--- src/rtl/sign_mag_converter_pkg.sv ---
// sign_mag_converter_pkg: FSM state encoding and default word width for the
// bit-serial two's-complement to sign-magnitude converter.
package sign_mag_converter_pkg;
    localparam int N_DEF = 4;
    // Encoding 2'd3 is unused and recovers to ST_IDLE.
    typedef enum logic [1:0] {
        ST_IDLE  = 2'd0,
        ST_SHIFT = 2'd1,
        ST_DONE  = 2'd2
    } state_t;
endpackage

--- src/rtl/sign_mag_converter_if.sv ---
// sign_mag_converter_if: word-in / result-out valid-ready bus.
//   in_valid/in_ready/in_data      two's-complement operand stream
//   out_valid/out_ready            result handshake
//   out_sign/out_mag               sign bit and N-bit magnitude
//   slave = converter side, master = producer/consumer side
interface sign_mag_converter_if #(parameter int N = 4);
    logic         in_valid;
    logic         in_ready;
    logic [N-1:0] in_data;
    logic         out_valid;
    logic         out_ready;
    logic         out_sign;
    logic [N-1:0] out_mag;
    modport slave (
        input  in_valid, in_data, out_ready,
        output in_ready, out_valid, out_sign, out_mag
    );
    modport master (
        output in_valid, in_data, out_ready,
        input  in_ready, out_valid, out_sign, out_mag
    );
endinterface

--- src/rtl/sign_mag_converter_serial_negate_cell.sv ---
// serial_negate_cell: LSB-first serial two's-complement negation bit.
//   clk, rst_n  clock, async active-low reset
//   clr         restart a new word (clears seen-one flag)
//   en          consume b_in this cycle
//   b_in        current operand bit
//   b_out       negated bit: copy until the first 1 is seen, invert afterwards
module serial_negate_cell (
    input  logic clk,
    input  logic rst_n,
    input  logic clr,
    input  logic en,
    input  logic b_in,
    output logic b_out
);
    logic seen_q;
    assign b_out = seen_q ^ b_in;
    always_ff @(posedge clk or negedge rst_n)
        if (!rst_n)
            seen_q <= 1'b0;
        else if (clr)
            seen_q <= 1'b0;
        else if (en)
            seen_q <= seen_q | b_in;
endmodule

--- src/rtl/sign_mag_converter.sv ---
// sign_mag_converter: bit-serial N-bit two's-complement to sign-magnitude.
//   clk, rst_n  clock, async active-low reset
//   bus         sign_mag_converter_if.slave (in/out valid-ready streams)
// Positive words complete one cycle after accept; negative words are negated
// LSB-first over N cycles, the result bits entering the data register at the
// MSB end so that after N shifts it holds the magnitude.
module sign_mag_converter
    import sign_mag_converter_pkg::*;
#(
    parameter int N = N_DEF
) (
    input  logic clk,
    input  logic rst_n,
    sign_mag_converter_if.slave bus
);
    localparam int CNTW = $clog2(N);
    state_t         state_q, state_d;
    logic [CNTW-1:0] cnt_q, cnt_d;
    logic [N-1:0]   data_q, data_d;
    logic [N-1:0]   mag_q, mag_d;
    logic           sign_q, sign_d;
    logic           accept;
    logic           obit;
    assign bus.in_ready  = state_q == ST_IDLE;
    assign bus.out_valid = state_q == ST_DONE;
    assign bus.out_sign  = sign_q;
    assign bus.out_mag   = mag_q;
    assign accept        = bus.in_valid && state_q == ST_IDLE;
    serial_negate_cell u_neg (
        .clk   (clk),
        .rst_n (rst_n),
        .clr   (accept),
        .en    (state_q == ST_SHIFT),
        .b_in  (data_q[0]),
        .b_out (obit)
    );
    always_comb begin
        state_d = state_q;
        cnt_d   = cnt_q;
        data_d  = data_q;
        mag_d   = mag_q;
        sign_d  = sign_q;
        case (state_q)
            ST_IDLE:
                if (bus.in_valid) begin
                    data_d  = bus.in_data;
                    sign_d  = bus.in_data[N-1];
                    cnt_d   = '0;
                    mag_d   = bus.in_data[N-1] ? mag_q : bus.in_data;
                    state_d = bus.in_data[N-1] ? ST_SHIFT : ST_DONE;
                end
            ST_SHIFT: begin
                data_d = {obit, data_q[N-1:1]};
                cnt_d  = cnt_q + 1'b1;
                if (cnt_q == CNTW'(N - 1)) begin
                    mag_d   = {obit, data_q[N-1:1]};
                    state_d = ST_DONE;
                end
            end
            ST_DONE:
                state_d = bus.out_ready ? ST_IDLE : ST_DONE;
            default:
                state_d = ST_IDLE;
        endcase
    end
    always_ff @(posedge clk or negedge rst_n)
        if (!rst_n) begin
            state_q <= ST_IDLE;
            cnt_q   <= '0;
            data_q  <= '0;
            mag_q   <= '0;
            sign_q  <= 1'b0;
        end else begin
            state_q <= state_d;
            cnt_q   <= cnt_d;
            data_q  <= data_d;
            mag_q   <= mag_d;
            sign_q  <= sign_d;
        end
endmodule

--- src/flat_wrapper.sv ---
// flat-port wrapper written by rule: the top's interface ports become plain ports
module sign_mag_converter_flat import sign_mag_converter_pkg::*;
#(
    parameter int N = N_DEF
)
  (clk, rst_n, bus_in_valid, bus_in_data, bus_out_ready, bus_in_ready, bus_out_valid, bus_out_sign, bus_out_mag);
  sign_mag_converter_if #(.N(N)) bus_i ();
  input  logic clk;
  input  logic rst_n;
  input wire logic [$bits(bus_i.in_valid)-1:0] bus_in_valid;
  input wire logic [$bits(bus_i.in_data)-1:0] bus_in_data;
  input wire logic [$bits(bus_i.out_ready)-1:0] bus_out_ready;
  output wire logic [$bits(bus_i.in_ready)-1:0] bus_in_ready;
  output wire logic [$bits(bus_i.out_valid)-1:0] bus_out_valid;
  output wire logic [$bits(bus_i.out_sign)-1:0] bus_out_sign;
  output wire logic [$bits(bus_i.out_mag)-1:0] bus_out_mag;
  assign bus_i.in_valid = bus_in_valid;
  assign bus_i.in_data = bus_in_data;
  assign bus_i.out_ready = bus_out_ready;
  assign bus_in_ready = bus_i.in_ready;
  assign bus_out_valid = bus_i.out_valid;
  assign bus_out_sign = bus_i.out_sign;
  assign bus_out_mag = bus_i.out_mag;
  sign_mag_converter #(.N(N)) u_core (.clk(clk), .rst_n(rst_n), .bus(bus_i));
endmodule
--- config.mk ---
export PLATFORM = sky130hd
export DESIGN_NAME = sign_mag_converter_flat
export DESIGN_NICKNAME = d
export VERILOG_FILES = /design/src/rtl/sign_mag_converter_pkg.sv /design/src/rtl/sign_mag_converter_if.sv /design/src/rtl/sign_mag_converter_serial_negate_cell.sv /design/src/rtl/sign_mag_converter.sv /design/src/flat_wrapper.sv
export SDC_FILE = /design/constraint.sdc
export NUM_CORES = 1
export LEC_CHECK = 0
export ABC_AREA = 0
export CAP_MARGIN = 0
export CORE_UTILIZATION = 52
export CTS_BUF_LIST = sky130_fd_sc_hd__clkbuf_2
export CTS_CLUSTER_SIZE = 20
export DETAILED_ROUTE_END_ITERATION = 10
export MAX_ROUTING_LAYER = met4
export PLACE_DENSITY = 0.82
export RECOVER_POWER = 50
export SYNTH_ARGS = -nofsm -noshare
export SYNTH_HDL_FRONTEND = slang
export SYNTH_HIERARCHICAL = 1
export SYNTH_SLANG_ARGS = --single-unit
--- constraint.sdc ---
create_clock -name clk -period 1.6 [get_ports clk]
set_input_delay 0.24 -clock clk [delete_from_list [all_inputs] [get_ports clk]]
set_output_delay 0.24 -clock clk [all_outputs]
set_load 0.01 [all_outputs]
== Yosys cells after proc, flatten, opt, wreduce, memory -nomap -nowiden ==
Index checks and enable logic that the tools add are counted.

* Div/mod/pow operators: 0
* $lt $le $gt $ge: 0
* Shift operators: 0
* $mul: 0
* Multiplexer cells: 15
* Bitwise gates (word level): 2
* Equal/unequal tests: 6
* Add/sub/neg operators: 1
* Reductions and logical operators: 8

{| class="wikitable"
|+ Operators with widths
! kind !! count
|-
| $mux 4 || 4
|-
| $pmux 4 s2 || 2
|-
| $mux 2 || 5
|-
| $pmux 2 s3 || 1
|-
| $reduce_and 2->1 || 3
|-
| $eq 2x2->1 const B || 2
|-
| $ne 2x2->1 const B || 2
|-
| $pmux 2 s2 || 1
|-
| $reduce_and 4->1 || 1
|-
| $reduce_bool 2->1 || 2
|-
| $add 2x1->2 const B || 1
|-
| $eq 2x1->1 const B || 1
|-
| $logic_not 2->1 || 1
|-
| $mux 1 || 2
|-
| $ne 2x1->1 const B || 1
|-
| $logic_and 1x1->1 || 1
|-
| $or 1x1->1 || 1
|-
| $xor 1x1->1 || 1
|}

* Register bits after elaboration: 14
* Output and inout port bits: 7
* Bits in writable memories: 0
* Word-level logic and storage cells: 38
* Input port bits: 8
* Bits in latches: 0
* Memories kept: 0
* Memory bits (read-only): 0

== Longest topological paths before layout ==
* Word-level depth: 3
* Gate-level depth with buffers: 4
* Depth with buffers taken out: 4

== By module ==
Netlist, hierarchy kept.

{| class="wikitable"
|+ By module, submodules not included
! module !! seq. area each (sq um) !! cells each !! instances !! area an instance (sq um)
|-
| sign_mag_converter || 325.3 || 60 || 1 || 689.4
|-
| serial_negate_cell || 25.0 || 7 || 1 || 66.3
|}

== Least setup slack after synthesis ==
No wires, ideal clock.

* Path kind: reg2reg
* Start: register u_core.state_q[1]
* End: register u_core.mag_q[0] (netlist: u_core/bus.out_mag[0])
* Arrival: 1.260 ns
* Library setup time: 0.125 ns
* Stages on the path, launching flop included: 5
* Path slack: 0.215 ns
* Buffers on the path: 1
* Period minus slack after synthesis: 1.385 ns
* Required time: 1.475 ns
* Cell sequence: dfrtp_1 nor2b_1 buf_6 mux2_4 mux2_4

* Cells in the longest elaborated chain, start to end: 3
* Elaborated cells on any way between the ends: 8
* Classes of those cells: 4 x eq/ne; 1 x mux; 3 x reduce/logical

{| class="wikitable"
|+ RTL lines
! what !! RTL line !! source
|-
| start, declared || sign_mag_converter.sv:17 || <nowiki>state_t state_q, state_d;</nowiki>
|-
| start signal, assigned || sign_mag_converter.sv:74 || <nowiki>state_q <= state_d;</nowiki>
|-
| $eq 2x1->1 or $logic_not 2->1 (tied branches) || sign_mag_converter.sv:43 || <nowiki>case (state_q)</nowiki>
|-
| $ne 2x1->1 (no source line) (tied with other cells) || n/a ||
|-
| $reduce_and 4->1 (no source line) || n/a ||
|-
| end signal, assigned || sign_mag_converter.sv:77 || <nowiki>mag_q <= mag_d;</nowiki>
|-
| end, declared || sign_mag_converter.sv:20 || <nowiki>logic [N-1:0] mag_q, mag_d;</nowiki>
|}

Several ways; a longest one is shown, not always the timed one.
A chain may end at the register's enable or synchronous reset.

== Final worst setup path ==
* Start: register u_core.state_q[1]
* End: output bus_out_valid

* Cells in the longest elaborated chain, start to end: 1

{| class="wikitable"
|+ RTL lines
! what !! RTL line !! source
|-
| $eq 2x2->1 || sign_mag_converter.sv:25 || <nowiki>assign bus.out_valid = state_q == ST_DONE;</nowiki>
|-
| end, declared || flat_wrapper.sv:14 || <nowiki>output wire logic [$bits(bus_i.out_valid)-1:0] bus_out_valid;</nowiki>
|}

Every way passes these cells.

==> run metrics <==
Chip Width=40.1 µm; CTS tree=built; complex-gate fraction of the synthesized area=14.7%; CP Class=flop to output pin; total CTS buffers=3; synthesis-stage register bit count=14; total track usage=21.6%; Vias/cell=5.40; first-pass GRT wire length=2130 µm; clk_lat worst skew=0.28 ns; outcome=finished clean; Synth Area per Inst=11.3 µm²; PnR worst setup slack=0.103 ns; Worst Tran Pin Value=0.765 ns; Post-Synth Simple-Gate Area=12.9%; metal1 wirelength=711 µm; H-tree depth=1; Initial DRC Count=10; TritonRoute pass-1 iters=4; CP top delay family=buffers and inverters; CP endpoint kind=output pin; Worst setup SP type=flop; Post-synth EDFFs=0; post-synth top area cell=dfrtp_1; diodes inserted=0; RSZ-0062 raised after global routing=false; filler instances=95; min Tclk post-route=1.50 ns; hold_buf cts=0; Die Area=1610 µm²; Worst slew margin=49.0%; Buf/Inv on CP=2; initial core utilization=56.7%; dominant synthesized flop cell=dfrtp_1; TNS Setup=0 ns; Netlist Area Pre-Place=756 µm²; Routed Antenna Nets=0; Peak Freq=668 MHz; max cap viols=0; adder-cell area share of the yosys netlist=3.31%; synth top area cells=dfrtp_1 (46%), mux2_4 (9.9%), mux2_2 (6.0%); CP arrival=1.26 ns; Slowest Stage Delay on Critical Path=0.41 ns; PD cells=1890 nW/µm²; initial antenna violation count=0; clock-pin slew on the worst setup and hold paths=0.15 ns; core area=1330 µm²; worst slack, placed=0.0463 ns; met3 wire length=76 µm; Area growth syn-to-layout=27.2%; layout cell share with drive strength beyond 1=25.6%; vias in the first global route=539; Residual DRC=0; pin count of the biggest net entering global routing=15; count leader, synth=dfrtp_1; mux contribution to synthesized area=17.2%; Synth top area share=46.4%; final wirelength=1530 µm; Synth cell types=23; I/O pin total=15; Pleak=0.441 nW; row cnt=13; # setup viols final=0; Post-Syn Instances=67; Final Slew Violations=0; part of the Yosys area used for sequential elements=46.4%; gr ovfl total=0; yosys warns=6; Avg WL per Cell=14.6 µm; crit-path cells=buf_4, nor2b_1, dlygate4sd2_1; Final Cycle Share=93.6%; VDD IR max=1.02 mV; Hold Crit Class=primary input to async pin; synth cell count leaders=dfrtp_1 (14), nor2b_1 (7), a21oi_1 (5), mux2_4 (5); largest family of logic cells by synthesized area=multiplexers; die height=40.1 µm; slowest CP cell=dfrtp_1; DR top layer=met4; Syn Nets=77; gpl congestion=0.853; port bufs=14; nets=101; Post-synth ARST share=100%; Final Skew=0.00877 ns; CTS root buf=clkbuf_2; DPL Wire Length=1120 µm; CTS Sinks=14; worst-path fanout max=10; Synth Area in XOR/XNOR=0%; CTS max path bufs=2; Via Count=567; Required @ worst endpoint=1.36 ns; Final Hold Fails=0; met2 wire length=727 µm
## report_power, final
group / leakage (nW) / internal (W) / total [W] / switching (W)
clock: 0.0140 / 0.0000543 / 0.000173 / 0.000119
combinational: 0.253 / 0.000577 / 0.00101 / 0.000437
sequential: 0.174 / 0.000520 / 0.000625 / 0.000105
## worst reg2reg max path: cells and delay by family, from the launching register on
family	cells	cell delay (ns)
buf+inv	1	0.21
flops	1	0.41
mux	2	0.59
simple gates	1	0.19
## per-stage QoR
step	cells	power [W]	utilization (%)	hold WS (ns)	cell area [µm²]
6_report	105	0.00181	72.0	0.522	961
2_1_floorplan	67	0.00131	-	-0.0556	756
4_1_cts	105	0.00182	72.3	0.245	965
5_1_grt	105	0.00192	72.0	0.535	961
3_3_place_gp	101	0.00162	71.1	0.486	948
3_5_place_dp	101	0.00166	71.1	0.486	948
## final timing paths
path,cells past startpoint,slack [ns],endpoint,from
min,2,0.52,u_core/data_q[1],rst_n
min in group clk,1,0.53,u_core/cnt_q[1],u_core/cnt_q[1]
min reg2reg,1,0.53,u_core/cnt_q[1],u_core/cnt_q[1]
max,3,0.10,bus_out_valid,u_core/state_q[1]
max in group asynchronous,2,0.60,u_core/state_q[1],rst_n
max reg2reg,4,0.13,u_core/bus.out_mag[2],u_core/state_q[1]
## logic make-up (layout without fill, tap and decap cells)
group           after synthesis  count (layout)
buf+inv                       7              30
mux                          10              10
simple gates                 17              17
flops                        14              14
fa+ha+maj                     2               2
compound gates               17              17
## layer usage
layer	vias up	GRT usage, %
met1	269	22.5
met3	4	6.11
li1	280	-
met5	-	-
met4	0	12.1
met2	14	36.3
## registers in the layout, summed over array words and instances (netlist names)
| name | flops |
|---|---|
| u_core/bus.out_sign | 1 |
| u_core/data_q | 4 |
| u_core/u_neg/seen_q | 1 |
| u_core/bus.out_mag | 4 |
| u_core/state_q | 2 |
| u_core/cnt_q | 2 |
## layout make-up
| type | instances | area (µm²) | area share, % |
|---|---|---|---|
| flip-flops and latches | 14 | 350 | 36.5 |
| inverters | 4 | 15.0 | 1.56 |
| well taps | 15 | 18.8 | 1.95 |
| multi-input cells | 46 | 364 | 37.9 |
| clock buffers | 3 | 15.0 | 1.56 |
| clock inverters | 1 | 3.75 | 0.391 |
| repair buffers | 22 | 194 | 20.2 |
## repair_timing
action / in CTS / in global routing
setup endpoints to repair: 2 / 0
resized for setup: 2 / 0
buffers inserted: 0 / 0
hold endpoints to repair: 0 / 0
## placed cells by master, fill, tap and decap left out, types with 2 or more instances in the layout
cell type	netlist	final
dlygate4sd2_1	0	2
dfrtp_1	14	14
a21oi_1	5	5
o21ai_0	4	4
clkdlybuf4s50_1	0	11
mux2_4	5	5
inv_1	4	4
buf_4	2	7
a22oi_1	3	3
ha_1	2	2
mux2_2	4	4
nor2b_1	7	7
clkbuf_2	0	3
nand2_1	4	4
nand2b_1	2	2
(Power assumes the default switching activity.)
